--- config.mk ---
export PLATFORM = sky130hd
export DESIGN_NAME = sevenseg_scanner
export DESIGN_NICKNAME = d
export VERILOG_FILES = /design/src/rtl/sevenseg_scanner.sv
export SDC_FILE = /design/constraint.sdc
export NUM_CORES = 1
export LEC_CHECK = 0
export ABC_AREA = 1
export BUFFER_PORTS_ARGS = -buffer_cell sky130_fd_sc_hd__buf_2
export CAP_MARGIN = 20
export CORE_MARGIN = 1
export CORE_UTILIZATION = 45
export DETAILED_ROUTE_END_ITERATION = 10
export PLACE_DENSITY_LB_ADDON = 0.12
export SKIP_LAST_GASP = 1
export SLEW_MARGIN = 15
export SYNTH_ARGS = -nofsm -noshare
export SYNTH_HDL_FRONTEND = slang
export SYNTH_SLANG_ARGS = --single-unit
--- constraint.sdc ---
create_clock -name clk -period 1.96 [get_ports clk]
set_input_delay 0.392 -clock clk [delete_from_list [all_inputs] [get_ports clk]]
set_output_delay 0.392 -clock clk [all_outputs]
set_load 0.01 [all_outputs]
--- src/rtl/sevenseg_scanner.sv ---
// sevenseg_scanner: time-multiplexed scan controller for a common-anode
// seven-segment display. One nibble is presented per digit slot. The anode
// for a slot is held off for the first GUARD cycles of the slot to suppress
// ghosting. Display updates are double-buffered and applied only at frame
// boundaries, so a frame never shows a mix of old and new digits.
//
// Load handshake (valid/ready): a transfer happens on a rising clk edge
// where load_valid && load_ready. load_ready depends only on registered
// state. Once the source raises load_valid, it must hold load_valid,
// load_value and load_dp stable until that transfer edge. Nothing is
// captured while load_ready is low.
module sevenseg_scanner #(
    parameter int NDIGITS = 4,
    parameter int DIV     = 1000,
    parameter int GUARD   = 2
) (
    input  logic                   clk,
    input  logic                   reset_n,
    input  logic                   load_valid,
    output logic                   load_ready,
    input  logic [4*NDIGITS-1:0]   load_value,
    input  logic [NDIGITS-1:0]     load_dp,
    input  logic                   blank_lz,
    output logic [3:0]             digit,
    output logic                   dp,
    output logic [NDIGITS-1:0]     an_n,
    output logic                   frame_start
);

    localparam int CW = (DIV > 1) ? $clog2(DIV) : 1;
    localparam int IW = (NDIGITS > 1) ? $clog2(NDIGITS) : 1;

    localparam logic [CW-1:0] CNT_LAST  = CW'(DIV - 1);
    localparam logic [CW-1:0] CNT_GUARD = CW'(GUARD);
    localparam logic [IW-1:0] IDX_LAST  = IW'(NDIGITS - 1);

    // Scan position within the frame.
    logic [CW-1:0] cnt;
    logic [IW-1:0] idx;

    // Displayed and pending display buffers.
    logic [4*NDIGITS-1:0] disp_value;
    logic [NDIGITS-1:0]   disp_dp;
    logic [4*NDIGITS-1:0] pend_value;
    logic [NDIGITS-1:0]   pend_dp;
    logic                 pend_full;

    logic                 tick;
    logic                 boundary;
    logic                 accept;
    logic [4*NDIGITS-1:0] upper_nibbles;
    logic                 lz_blank;
    logic                 slot_lit;

    // Slot and frame boundary decode; accept is the handshake transfer.
    always_comb begin
        tick       = (cnt == CNT_LAST);
        boundary   = tick && (idx == IDX_LAST);
        load_ready = !pend_full;
        accept     = load_valid && load_ready;
    end

    // Free-running slot counter, digit index and the registered frame pulse.
    always_ff @(posedge clk or negedge reset_n) begin
        if (!reset_n) begin
            cnt         <= '0;
            idx         <= '0;
            frame_start <= 1'b0;
        end else begin
            frame_start <= boundary;
            if (tick) begin
                cnt <= '0;
                if (idx == IDX_LAST) begin
                    idx <= '0;
                end else begin
                    idx <= idx + IW'(1);
                end
            end else begin
                cnt <= cnt + CW'(1);
            end
        end
    end

    // Double buffer. A pending value is promoted at the frame boundary. An
    // offer that arrives exactly at a boundary, with the pending buffer
    // empty, goes straight to the display buffer.
    always_ff @(posedge clk or negedge reset_n) begin
        if (!reset_n) begin
            disp_value <= '0;
            disp_dp    <= '0;
            pend_value <= '0;
            pend_dp    <= '0;
            pend_full  <= 1'b0;
        end else begin
            if (boundary && pend_full) begin
                disp_value <= pend_value;
                disp_dp    <= pend_dp;
                pend_full  <= 1'b0;
            end else if (boundary && accept) begin
                disp_value <= load_value;
                disp_dp    <= load_dp;
            end else if (accept) begin
                pend_value <= load_value;
                pend_dp    <= load_dp;
                pend_full  <= 1'b1;
            end
        end
    end

    // Leading-zero test: the current digit and every more significant
    // digit are zero. Digit 0 is never blanked.
    always_comb begin
        upper_nibbles = disp_value >> (4 * idx);
        lz_blank      = blank_lz && (idx != '0) && (upper_nibbles == '0);
        slot_lit      = (cnt >= CNT_GUARD) && !lz_blank;
    end

    // Output mux: nibble, decimal point and the one-cold anode for the slot.
    always_comb begin
        digit = 4'h0;
        dp    = 1'b0;
        an_n  = '1;
        for (int j = 0; j < NDIGITS; j++) begin
            if (idx == IW'(j)) begin
                digit = disp_value[4*j +: 4];
                dp    = disp_dp[j];
                if (slot_lit) begin
                    an_n[j] = 1'b0;
                end
            end
        end
    end

endmodule

After elaboration in Yosys (flattened, before gate mapping)
Cells that the tools add are included.
Widths: inputs -> output; s select.

operators by class
  add/sub/neg operators = 2
  multiply operators = 0
  divide/modulo/power cells = 0
  order comparisons = 1
  eq/ne operators = 5
  shift operators = 1
  mux-type cells = 22
  bitwise gates (word level) = 2
  reductions and logical operators = 16

operators by type and width
  cell                   number
  $mux 16                2
  $mux 4                 6
  $logic_not 16->1       1
  $shr 16x4->16          1
  $mux 1                 12
  $add 10x1->10 const B  1
  $eq 10x10->1 const B   1
  $ge 10x2->1 const B    1
  $mux 10                1
  $logic_and 1x1->1      7
  $reduce_bool 2->1      3
  $eq 2x2->1 const B     2
  $reduce_and 3->1       1
  $add 2x1->2 const B    1
  $eq 2x1->1 const B     1
  $logic_not 1->1        2
  $logic_not 2->1        1
  $mux 2                 1
  $ne 2x2->1 const B     1
  $not 1->1              2
  $reduce_and 2->1       1

word-level totals
  register bits after elaboration = 54
  bits in latches = 0
  bits in writable memories = 0
  memory bits (read-only) = 0
  input port bits = 24
  output and inout port bits = 11
  logic and storage cells = 57
  memories kept = 0

Depth between registers and ports, before layout
Gate-level depths: netlist of run 1.

  word-level depth = 7
  mapped depth = 10
  gate-level depth less buffers = 9

Worst setup path after synthesis of run 1
Ideal clock, no wire load.

  path type = register to output
  start point = register idx[0]
  end point = output port digit[2]
  arrival time = 1.346 ns
  required time = 1.568 ns
  path slack = 0.222 ns
  stages on the path, launching flop included = 8
  buffers on the path = 0
  path through = dfrtp_1 > inv_1 > ha_1 > inv_1 > nor2_1 > nand2_1 > a21o_1 > a21oi_1

between the ends
  word-level cells in the longest chain between the ends = 5
  elaborated cells on any way between the ends = 8
  those cells by class = 3 x eq/ne; 4 x mux; 1 x reduce/logical

ends and longest elaborated chain
  element                   RTL line  text
  start: declaration        39        logic [IW-1:0] idx;
  start signal: assignment  76        idx <= idx + IW'(1);
  $logic_not 2->1           124       if (idx == IW'(j)) begin
  $mux 4 (3 in series)      124
  $mux 4 (*)                124
  end: declaration          24        output logic [3:0] digit,

Mark *: on every way between the ends. The rest lies on a longest branch, timed or not.

Worst setup path after layout of run 1
Ends and elaborated chain as after synthesis.

==> flow_summary.yaml, run 1 <==
outcome:
  status: "finished with violations"
  violations: "setup timing"
logic_synthesis:
  ys_seq_area_frac: 0.4690
  synth_top_area_cell: "dfrtp_1"
  synth.avg_cell_area_um2: 7.240
  yosysWarnings: 0
  ys_ff_latch: 54
  synthTopCellsByArea: "dfrtp_1, nand2_1, nor2_1, inv_1, nand3_1"
  synth_fp_nets: 428
  synth.distinct_cells: 23
  synthCells: 398
  netlist_area_um2: 2882
  synth_top_area_frac: 0.4690
critical_path:
  critPathTopFamily: "flip-flops"
  endpoint: "digit[2]"
  worstSetupEndpointType: "output port"
  crit_arrival_ns: 1.67
  critical_path_required_ns: 1.57
  path_max_fanout: 5
  crit_type: "register to output port"
  critical_path_buf_inv_count: 2
  cp.depth: 7
  rr_worst_depth: 10
  cp-start-kind: "register"
  cp_slowest_cell: "dfrtp_1"
  ff2ff_setup_slack_ns: 0.15
  r2r-end: "pend_value[0]"
  crit_start: "idx[0]"
  reg2reg_from: "cnt[0]"
  max_stage_delay_ns: 0.41
  critical_path.cell_chain: "buf_4 -> ha_4 -> nor2_4 -> nand2_1 -> a21o_1 -> a21oi_2 -> buf_2"
clock_network:
  hold_buffers: 0
  clock_path_buffers: 2
  clk_pin_slew_ns: 0.10
  cts_made_buffers: 5
  cts_tree: "done"
  clockRootBuffer: "clkbuf_8"
  clk_latency_ns: 0.31
  htreeDepth: 2
  clock-sinks: 54
sta:
  finalCriticalPeriod_ns: 2.062
  layout_setup_ws_ns: -0.1015
  rsz0062_at_grt: "yes"
  fin_crit_sh: 1.052
  slew_viol_final: 0
  finalHoldViolCount: 0
  skew_ns: 0.01074
  finalSetupViolCount: 9
  relSlewSlack: 0.6812
  worstMarginPinSlew_ns: 0.4782
  tns_ns: -0.7080
  max_freq_ghz: 0.4851
power:
  cellPowerDensity_nw_per_um2: 613.4
  leakage_nw: 1.949
  totalPowerFinal_w: 0.002080
  peakVddDrop_v: 0.0003500
detailed_routing:
  vias: 2513
  firstDrtPassIters: 4
  drt_iter0_drc: 113
  wirelength_um: 6702
  drt-vias-per-instance: 4.870
  wl_per_cell_um: 12.99
  drcViolationCount: 0
  ant_nets: 0
floorplan:
  die_area_um2: 6727
  die-height_um: 82.02
  die_x_um: 82.02
  rows: 28
  io_pins: 35
  fp.coreArea_um2: 6061
  initial_core_util: 0.4754
grt:
  use_met2: 0.3529
  grt_max_degree: 28
  grtUsageMet1: 0.3228
  grt_pass1_wl_um: 11400
  grt_pass1_vias: 2392
  grt_use_total: 0.2274
  grt_remaining_overflow: 0
  grt.busiest_layer: "met2"
  grtUsageMet3: 0.04333
  grt_antenna_before_repair: 0
layout:
  final_nets: 470
  drive_above_1_share: 0.1882
  n_antenna_cell: 0
  areaGrowthSynthToFinish_pct: 17.67
  final_cell_mix: "nand2_1, nor2_1, dfrtp_1"
  final_common_cell: "nand2_1"
hold_path:
  hp-class: "primary input to asynchronous set/reset pin"
place:
  dp_hpwl_um: 4589
  portBuffers: 34
  place_ws_ns: 0.05864
  gp_congestion: 0.9041
run:
  maxCapViolations: 0
-- synth_stat cells (all sizes together) --
cell,count
buf,10
a21o,3
clkinv,1
o21ai,8
ha,6
o22a,1
clkbuf,6
dfrtp,54
nor4,1
nand2,153
nand4,4
inv,39
nor3,2
a22oi,1
a21oi,14
xor2,1
nor2,67
nand3,27
-- kinds of logic (layout without fill, tap and decap cells) --
group / Yosys count / in the layout / synth area share
AND/OR/NAND/NOR: 254 / 254 / 0.3630
buffers and inverters: 56 / 99 / 0.08727
flip-flops: 54 / 54 / 0.4690
AO/OA/AOI/OAI: 27 / 27 / 0.05167
adder cells (fa/ha/maj): 6 / 6 / 0.02605
XOR/XNOR: 1 / 1 / 0.003040
-- what timing repair did --
item,in CTS,in global routing
pin swaps,2,3
endpoints found under the hold margin,0,0
gates cloned,0,0
gates resized for setup,19,6
buffers inserted,5,0
endpoints found under the setup margin,9,12
-- worst register-to-register path: stages (launching register included) --
cell      delay (ns)
dfrtp_1         0.40
buf_4           0.15
ha_1            0.20
nand2_1         0.13
nor2_4          0.07
nand2_4         0.10
clkinv_4        0.09
nand2_4         0.21
buf_4           0.23
nand3_1         0.08
nand2_1         0.08
-- cell type report --
class | count | area, um2
clock buffers | 6 | 72.57
inverters | 40 | 155.1
repair buffers | 51 | 310.3
well taps | 75 | 93.84
fillers | 606 | 2670
flip-flops and latches | 54 | 1351
clock inverters | 2 | 37.54
multi-input cells | 288 | 1370
-- registers in the layout, summed over array words and instances (netlist names) --
| register | count |
|---|---|
| disp_dp | 4 |
| cnt | 10 |
| pend_value | 16 |
| frame_start | 1 |
| idx | 2 |
| pend_full | 1 |
| pend_dp | 4 |
| disp_value | 16 |
-- stage by stage --
step                      instances  utilization  cell area (um2)  hold WS, ns
after floorplan                 398            -             2882      0.09641
after detailed placement        503       0.5200             3152       0.3790
final                           516       0.5595             3391      0.02244
after global placement          503       0.5200             3152       0.3743
after CTS                       516       0.5553             3366      0.02904
after global routing            516       0.5595             3391      0.04471
-- worst min path at each step --
stage	startpoint	end	slack (ns)	cells past startpoint
final	reset_n	cnt[6]	0.02	1
after global routing	reset_n	cnt[6]	0.04	1
after CTS	reset_n	cnt[6]	0.03	1
after detailed placement	reset_n	cnt[6]	0.38	1
after global placement	reset_n	cnt[3]	0.37	1
after floorplan	reset_n	cnt[0]	0.1	0
-- routing by layer --
metal | up-vias | wire [um]
met4 | 0 | 57
met1 | 1138 | 3241
met2 | 64 | 2963
met5 | - | 0
met3 | 6 | 439
li1 | 1305 | -
-- report_power, final --
group	internal (W)	total (W)	leakage (nW)	switching, W
combinational	0.0000596	0.000138	1.19	0.0000784
sequential	0.00116	0.00119	0.708	0.0000249
clock	0.000382	0.000755	0.0514	0.000374
(Power assumes the default switching activity.)
==> run 2: changes to the inputs <==
--- a/config.mk
+++ b/config.mk
@@ -5,7 +5,7 @@
 export SDC_FILE = /design/constraint.sdc
 export NUM_CORES = 1
 export LEC_CHECK = 0
-export ABC_AREA = 1
+export ABC_AREA = 0
 export BUFFER_PORTS_ARGS = -buffer_cell sky130_fd_sc_hd__buf_2
 export CAP_MARGIN = 20
 export CORE_MARGIN = 1
==> flow_summary.yaml, run 2 <==
outcome:
  status: "finished with violations"
  violations: "setup timing"
hold_path:
  hp-class: "primary input to asynchronous set/reset pin"
logic_synthesis:
  synth_ff_type: "dfrtp_1"
  synthTopCellsByArea: "dfrtp_1, mux2_2, mux2i_1, nand2_1, o21ai_1"
  synth_edf_count: 0
  synth_top_area_frac: 0.5054
  synth-async-reset-ratio: 1.000
  ys_ff_latch: 54
  synth.avg_cell_area_um2: 10.91
  yosysWarnings: 0
  synth_fp_nets: 275
  yosysMostFrequentCell: "dfrtp_1"
  ys_seq_area_frac: 0.5054
  netlist_area_um2: 2674
  synth.distinct_cells: 38
  synthCells: 245
  synth_top_area_cell: "dfrtp_1"
  synthTopCellsByCount: "dfrtp_1, nand2_1, mux2_2, mux2i_1, o21ai_1"
place:
  portBuffers: 34
  dp_hpwl_um: 3710
  gp_congestion: 0.7930
  dpl_cell_area_um2: 2985
  dp.cells: 354
  place_ws_ns: 0.002679
floorplan:
  initial_core_util: 0.4768
  io_pins: 35
  die-height_um: 79.09
  die_x_um: 79.09
  die_area_um2: 6254
  rows: 27
  fp.coreArea_um2: 5608
layout:
  n_antenna_cell: 0
  fin_cells: 384
  fin_area_um2: 3521
  final_cell_mix: "dfrtp_1, buf_2, buf_4"
  reg_top3: "disp_value: 16 flops, pend_value: 16 flops, cnt: 10 flops"
  drive_above_1_share: 0.4647
  final_common_cell: "dfrtp_1"
  nFillCells: 454
  areaGrowthSynthToFinish_pct: 31.68
  final_nets: 341
critical_path:
  crit_type: "register to output port"
  critical_path_buf_inv_count: 1
  path_max_fanout: 3
  critPathTopFamily: "simple AND/OR/NAND/NOR gates"
  worstSetupEndpointType: "output port"
  cp-start-kind: "register"
  cp_slowest_cell: "dfrtp_1"
  critical_path.cell_chain: "nor4_2 -> o21ai_1 -> a211o_1 -> nand3_1 -> buf_2"
  max_stage_delay_ns: 0.41
  critical_path_required_ns: 1.57
  crit_arrival_ns: 1.80
power:
  cellPowerDensity_nw_per_um2: 558.6
  leakage_nw: 1.706
  peakVddDrop_v: 0.0003391
  totalPowerFinal_w: 0.001967
grt:
  grt_pass1_wl_um: 9128
  grt_antenna_before_repair: 0
  grt_pass1_vias: 1892
  grt_remaining_overflow: 0
  grt_max_degree: 41
  grt_use_total: 0.1927
sta:
  layout_setup_ws_ns: -0.2351
  tns_ns: -3.854
  skew_ns: 0.01116
  fin_crit_sh: 1.120
  rsz0062_at_grt: "yes"
  max_freq_ghz: 0.4556
  worstMarginPinSlew_ns: 0.5987
  relSlewSlack: 0.5994
  slew_viol_final: 0
  finalCriticalPeriod_ns: 2.195
  finalSetupViolCount: 31
  finalHoldViolCount: 0
detailed_routing:
  wirelength_um: 6432
  drcViolationCount: 0
  ant_nets: 0
  drt-vias-per-instance: 5.570
  vias: 2139
  wl_per_cell_um: 16.75
  firstDrtPassIters: 5
  drt_iter0_drc: 128
clock_network:
  clockRootBuffer: "clkbuf_8"
  clk_latency_ns: 0.32
  clk_pin_slew_ns: 0.10
  clock-sinks: 54
  cts_made_buffers: 5
  htreeDepth: 2
  cts_tree: "done"
  clock_path_buffers: 2
run:
  maxCapViolations: 0
[run 2: worst reg2reg max path, stage by stage (launching register included)]
cell       delay, ns
dfrtp_1         0.39
buf_4           0.14
ha_2            0.19
nand4_1         0.10
buf_4           0.17
nor4_4          0.25
or3b_4          0.25
clkbuf_16       0.17
mux2_2          0.33
[run 2: metrics by stage]
step	util	hold WS, ns
3_5_place_dp	0.5324	0.4197
5_1_grt	0.6278	0.08982
6_report	0.6278	0.05023
2_1_floorplan	-	0.09641
3_3_place_gp	0.5324	0.4184
4_1_cts	0.5790	0.06820
[run 2: kinds of logic (layout without fill, tap and decap cells)]
| logic type | Yosys count | count (layout) | synth area share |
|---|---|---|---|
| mux | 40 | 40 | 0.1591 |
| buf+inv | 18 | 80 | 0.03884 |
| simple gates | 77 | 82 | 0.1544 |
| xor+xnor | 5 | 5 | 0.01638 |
| compound gates | 45 | 45 | 0.09780 |
| flops | 54 | 54 | 0.5054 |
| fa+ha+maj | 6 | 6 | 0.02808 |
[run 2: path summary, 6_finish.rpt]
| check | startpoint | endpoint | slack (ns) | depth (start not counted) |
|---|---|---|---|---|
| worst max register to register | idx[1] | pend_value[0] | -0.12 | 8 |
| max in group asynchronous | reset_n | pend_value[10] | 1.27 | 2 |
| min in group clk | load_value[11] | pend_value[11] | 0.31 | 2 |
| worst min-delay path | reset_n | pend_value[15] | 0.05 | 1 |
| worst min register to register | disp_dp[3] | disp_dp[3] | 0.50 | 2 |
| worst max-delay path | disp_value[2] | an_n[2] | -0.24 | 5 |
[run 2: layout make-up]
cell class	count	area, um2	area share
multi-input combinational	178	1474	0.4186
sequential	54	1358	0.3856
timing repair buffer	68	489.2	0.1389
tap	72	90.09	0.02559
clock buffer	6	82.58	0.02345
inverter	4	15.01	0.004264
clock inverter	2	12.51	0.003554
[run 2: timing repair]
item | 4_1_cts | 5_1_grt
cloned | 0 | 7
pin swaps | 12 | 24
hold buffers | 0 | 0
resized for setup | 29 | 31
buffers inserted | 7 | 8
setup endpoints to repair | 9 | 49
[run 2: routing by layer]
layer | track usage | wire [um]
met1 | 0.2571 | 2889
met2 | 0.3009 | 3104
met3 | 0.04368 | 262
met4 | 0.08182 | 176
met5 | 0 | 0
[run 2: power breakdown]
group	internal, W	leakage (nW)	switching [W]	total, W
combinational	0.0000698	0.962	0.0000586	0.000128
clock	0.000285	0.0472	0.000372	0.000657
sequential	0.00116	0.696	0.0000210	0.00118
==> run 3: changes to the inputs <==
--- a/config.mk
+++ b/config.mk
@@ -11,7 +11,7 @@
 export CORE_MARGIN = 1
 export CORE_UTILIZATION = 45
 export DETAILED_ROUTE_END_ITERATION = 10
-export PLACE_DENSITY_LB_ADDON = 0.12
+export PLACE_DENSITY = 0.65
 export SKIP_LAST_GASP = 1
 export SLEW_MARGIN = 15
 export SYNTH_ARGS = -nofsm -noshare
==> flow_summary.yaml, run 3 (synthesis results as in run 2) <==
outcome:
  status: "finished with violations"
  violations: "setup timing"
sta:
  layout_setup_ws_ns: -0.1747
  fin_crit_sh: 1.089
  finalCriticalPeriod_ns: 2.135
  finalSetupViolCount: 28
  max_freq_ghz: 0.4685
  slew_viol_final: 0
  relSlewSlack: 0.6371
  tns_ns: -1.705
  finalHoldViolCount: 0
  worstMarginPinSlew_ns: 0.5443
  skew_ns: 0.01025
  rsz0062_at_grt: "yes"
detailed_routing:
  wirelength_um: 5297
  vias: 1963
  ant_nets: 0
  wl_per_cell_um: 14.36
  firstDrtPassIters: 4
  drt_iter0_drc: 84
  drt-vias-per-instance: 5.320
  drcViolationCount: 0
place:
  portBuffers: 34
  gp_congestion: 0.8469
  dp_hpwl_um: 3625
floorplan:
  fp.coreArea_um2: 5608
  rows: 27
  die_area_um2: 6254
  die_x_um: 79.09
  die-height_um: 79.09
  initial_core_util: 0.4768
  io_pins: 35
power:
  p_seq_frac: 0.610
  clkPwrFrac: 0.323
  power_switching_w: 0.0004219
  leakage_nw: 1.636
  p_comb_frac: 0.067
  totalPowerFinal_w: 0.001940
  peakVddDrop_v: 0.0003990
  intPower_w: 0.001518
  p_sw_frac: 0.2175
  cellPowerDensity_nw_per_um2: 589.4
layout:
  final_cell_mix: "dfrtp_1, buf_2, nand2_1"
  drive_above_1_share: 0.3906
  reg_top3: "disp_value: 16 flops, pend_value: 16 flops, cnt: 10 flops"
  final_common_cell: "dfrtp_1"
  final_nets: 326
  nFillCells: 499
  n_antenna_cell: 0
  areaGrowthSynthToFinish_pct: 23.07
clock_network:
  hold_buffers: 0
  cts_tree: "done"
  cts_made_buffers: 5
  clock_path_buffers: 2
  clk_pin_slew_ns: 0.09
  clk_latency_ns: 0.30
  clockRootBuffer: "clkbuf_8"
  htreeDepth: 2
  clock-sinks: 54
grt:
  grt_antenna_before_repair: 0
  grt_use_total: 0.1830
  grt_remaining_overflow: 0
  grt_pass1_vias: 1830
  grt_pass1_wl_um: 8742
  grt_max_degree: 41
critical_path:
  crit_type: "register to output port"
  worstSetupEndpointType: "output port"
  critical_path_required_ns: 1.57
  crit_arrival_ns: 1.74
  path_max_fanout: 6
  cp-start-kind: "register"
run:
  maxCapViolations: 0
hold_path:
  hp-class: "primary input to asynchronous set/reset pin"
-- run 3: changes by cell type in the layout (fill, tap and decap cells not counted), moves of 4 or more --
cell,previous run,this run
buf_4,27,19
buf_6,5,1
dfrtp_1,49,53
dfrtp_2,5,1
nand2_1,26,32
nand2_2,8,2
or4b_4,6,1
-- run 3: worst paths after layout --
path                                 from              to  slack, ns  cells past startpoint
min reg2reg                    disp_dp[3]      disp_dp[3]       0.50                      2
max reg2reg                        idx[0]   pend_value[5]      -0.04                      8
min in group clk           load_value[11]  pend_value[11]       0.33                      2
max                                idx[0]        digit[3]      -0.17                      6
max in group asynchronous         reset_n   pend_value[8]       1.34                      2
min                               reset_n          cnt[1]       0.06                      1
-- run 3: layer usage --
layer / GRT usage / share of wire
met5: 0 / 0
met4: 0.05455 / 0.017
met3: 0.03908 / 0.039
met2: 0.2793 / 0.45
met1: 0.2608 / 0.49
-- run 3: critical path, cell delays in order (launching register included) --
cell	delay, ns
dfrtp_1	0.41
buf_4	0.15
ha_4	0.18
buf_6	0.14
a221oi_2	0.30
o31ai_1	0.11
buf_2	0.14
-- run 3: cell type report --
type	instances	area, um2	area share
multi-input cells	173	1343	0.4080
flip-flops and latches	54	1353	0.4110
clock inverters	1	5.005	0.001521
repair buffers	58	399.1	0.1213
well taps	72	90.09	0.02738
clock buffers	7	86.33	0.02624
inverters	4	15.01	0.004563
-- run 3: power by group through the flow --
stage | Sequential, W | Clock (W) | Combinational (W)
floorplan | 0.00120 | 0 | 0.0000695
global placement | 0.00120 | 0 | 0.000132
detailed placement | 0.00120 | 0 | 0.000135
CTS | 0.00118 | 0.000650 | 0.000135
global route | 0.00119 | 0.000691 | 0.000150
finish | 0.00118 | 0.000626 | 0.000131
-- run 3: metrics by stage --
step	hold WS (ns)	util	instance area, um2	std cells	worst slack (ns)
after floorplan	0.09641	-	2674	245	0.1503
after global placement	0.4066	0.5243	2940	348	0.04104
after detailed placement	0.4173	0.5243	2940	348	-0.02567
after CTS	0.07750	0.5665	3177	364	-0.1652
after global routing	0.1115	0.5868	3291	369	-0.2900
final	0.06274	0.5868	3291	369	-0.1747
-- run 3: repair_timing --
action | in CTS | in global routing
resized for setup | 24 | 14
pin swaps | 7 | 9
buffers inserted | 8 | 4
gates cloned | 0 | 1
setup endpoints to repair | 9 | 49
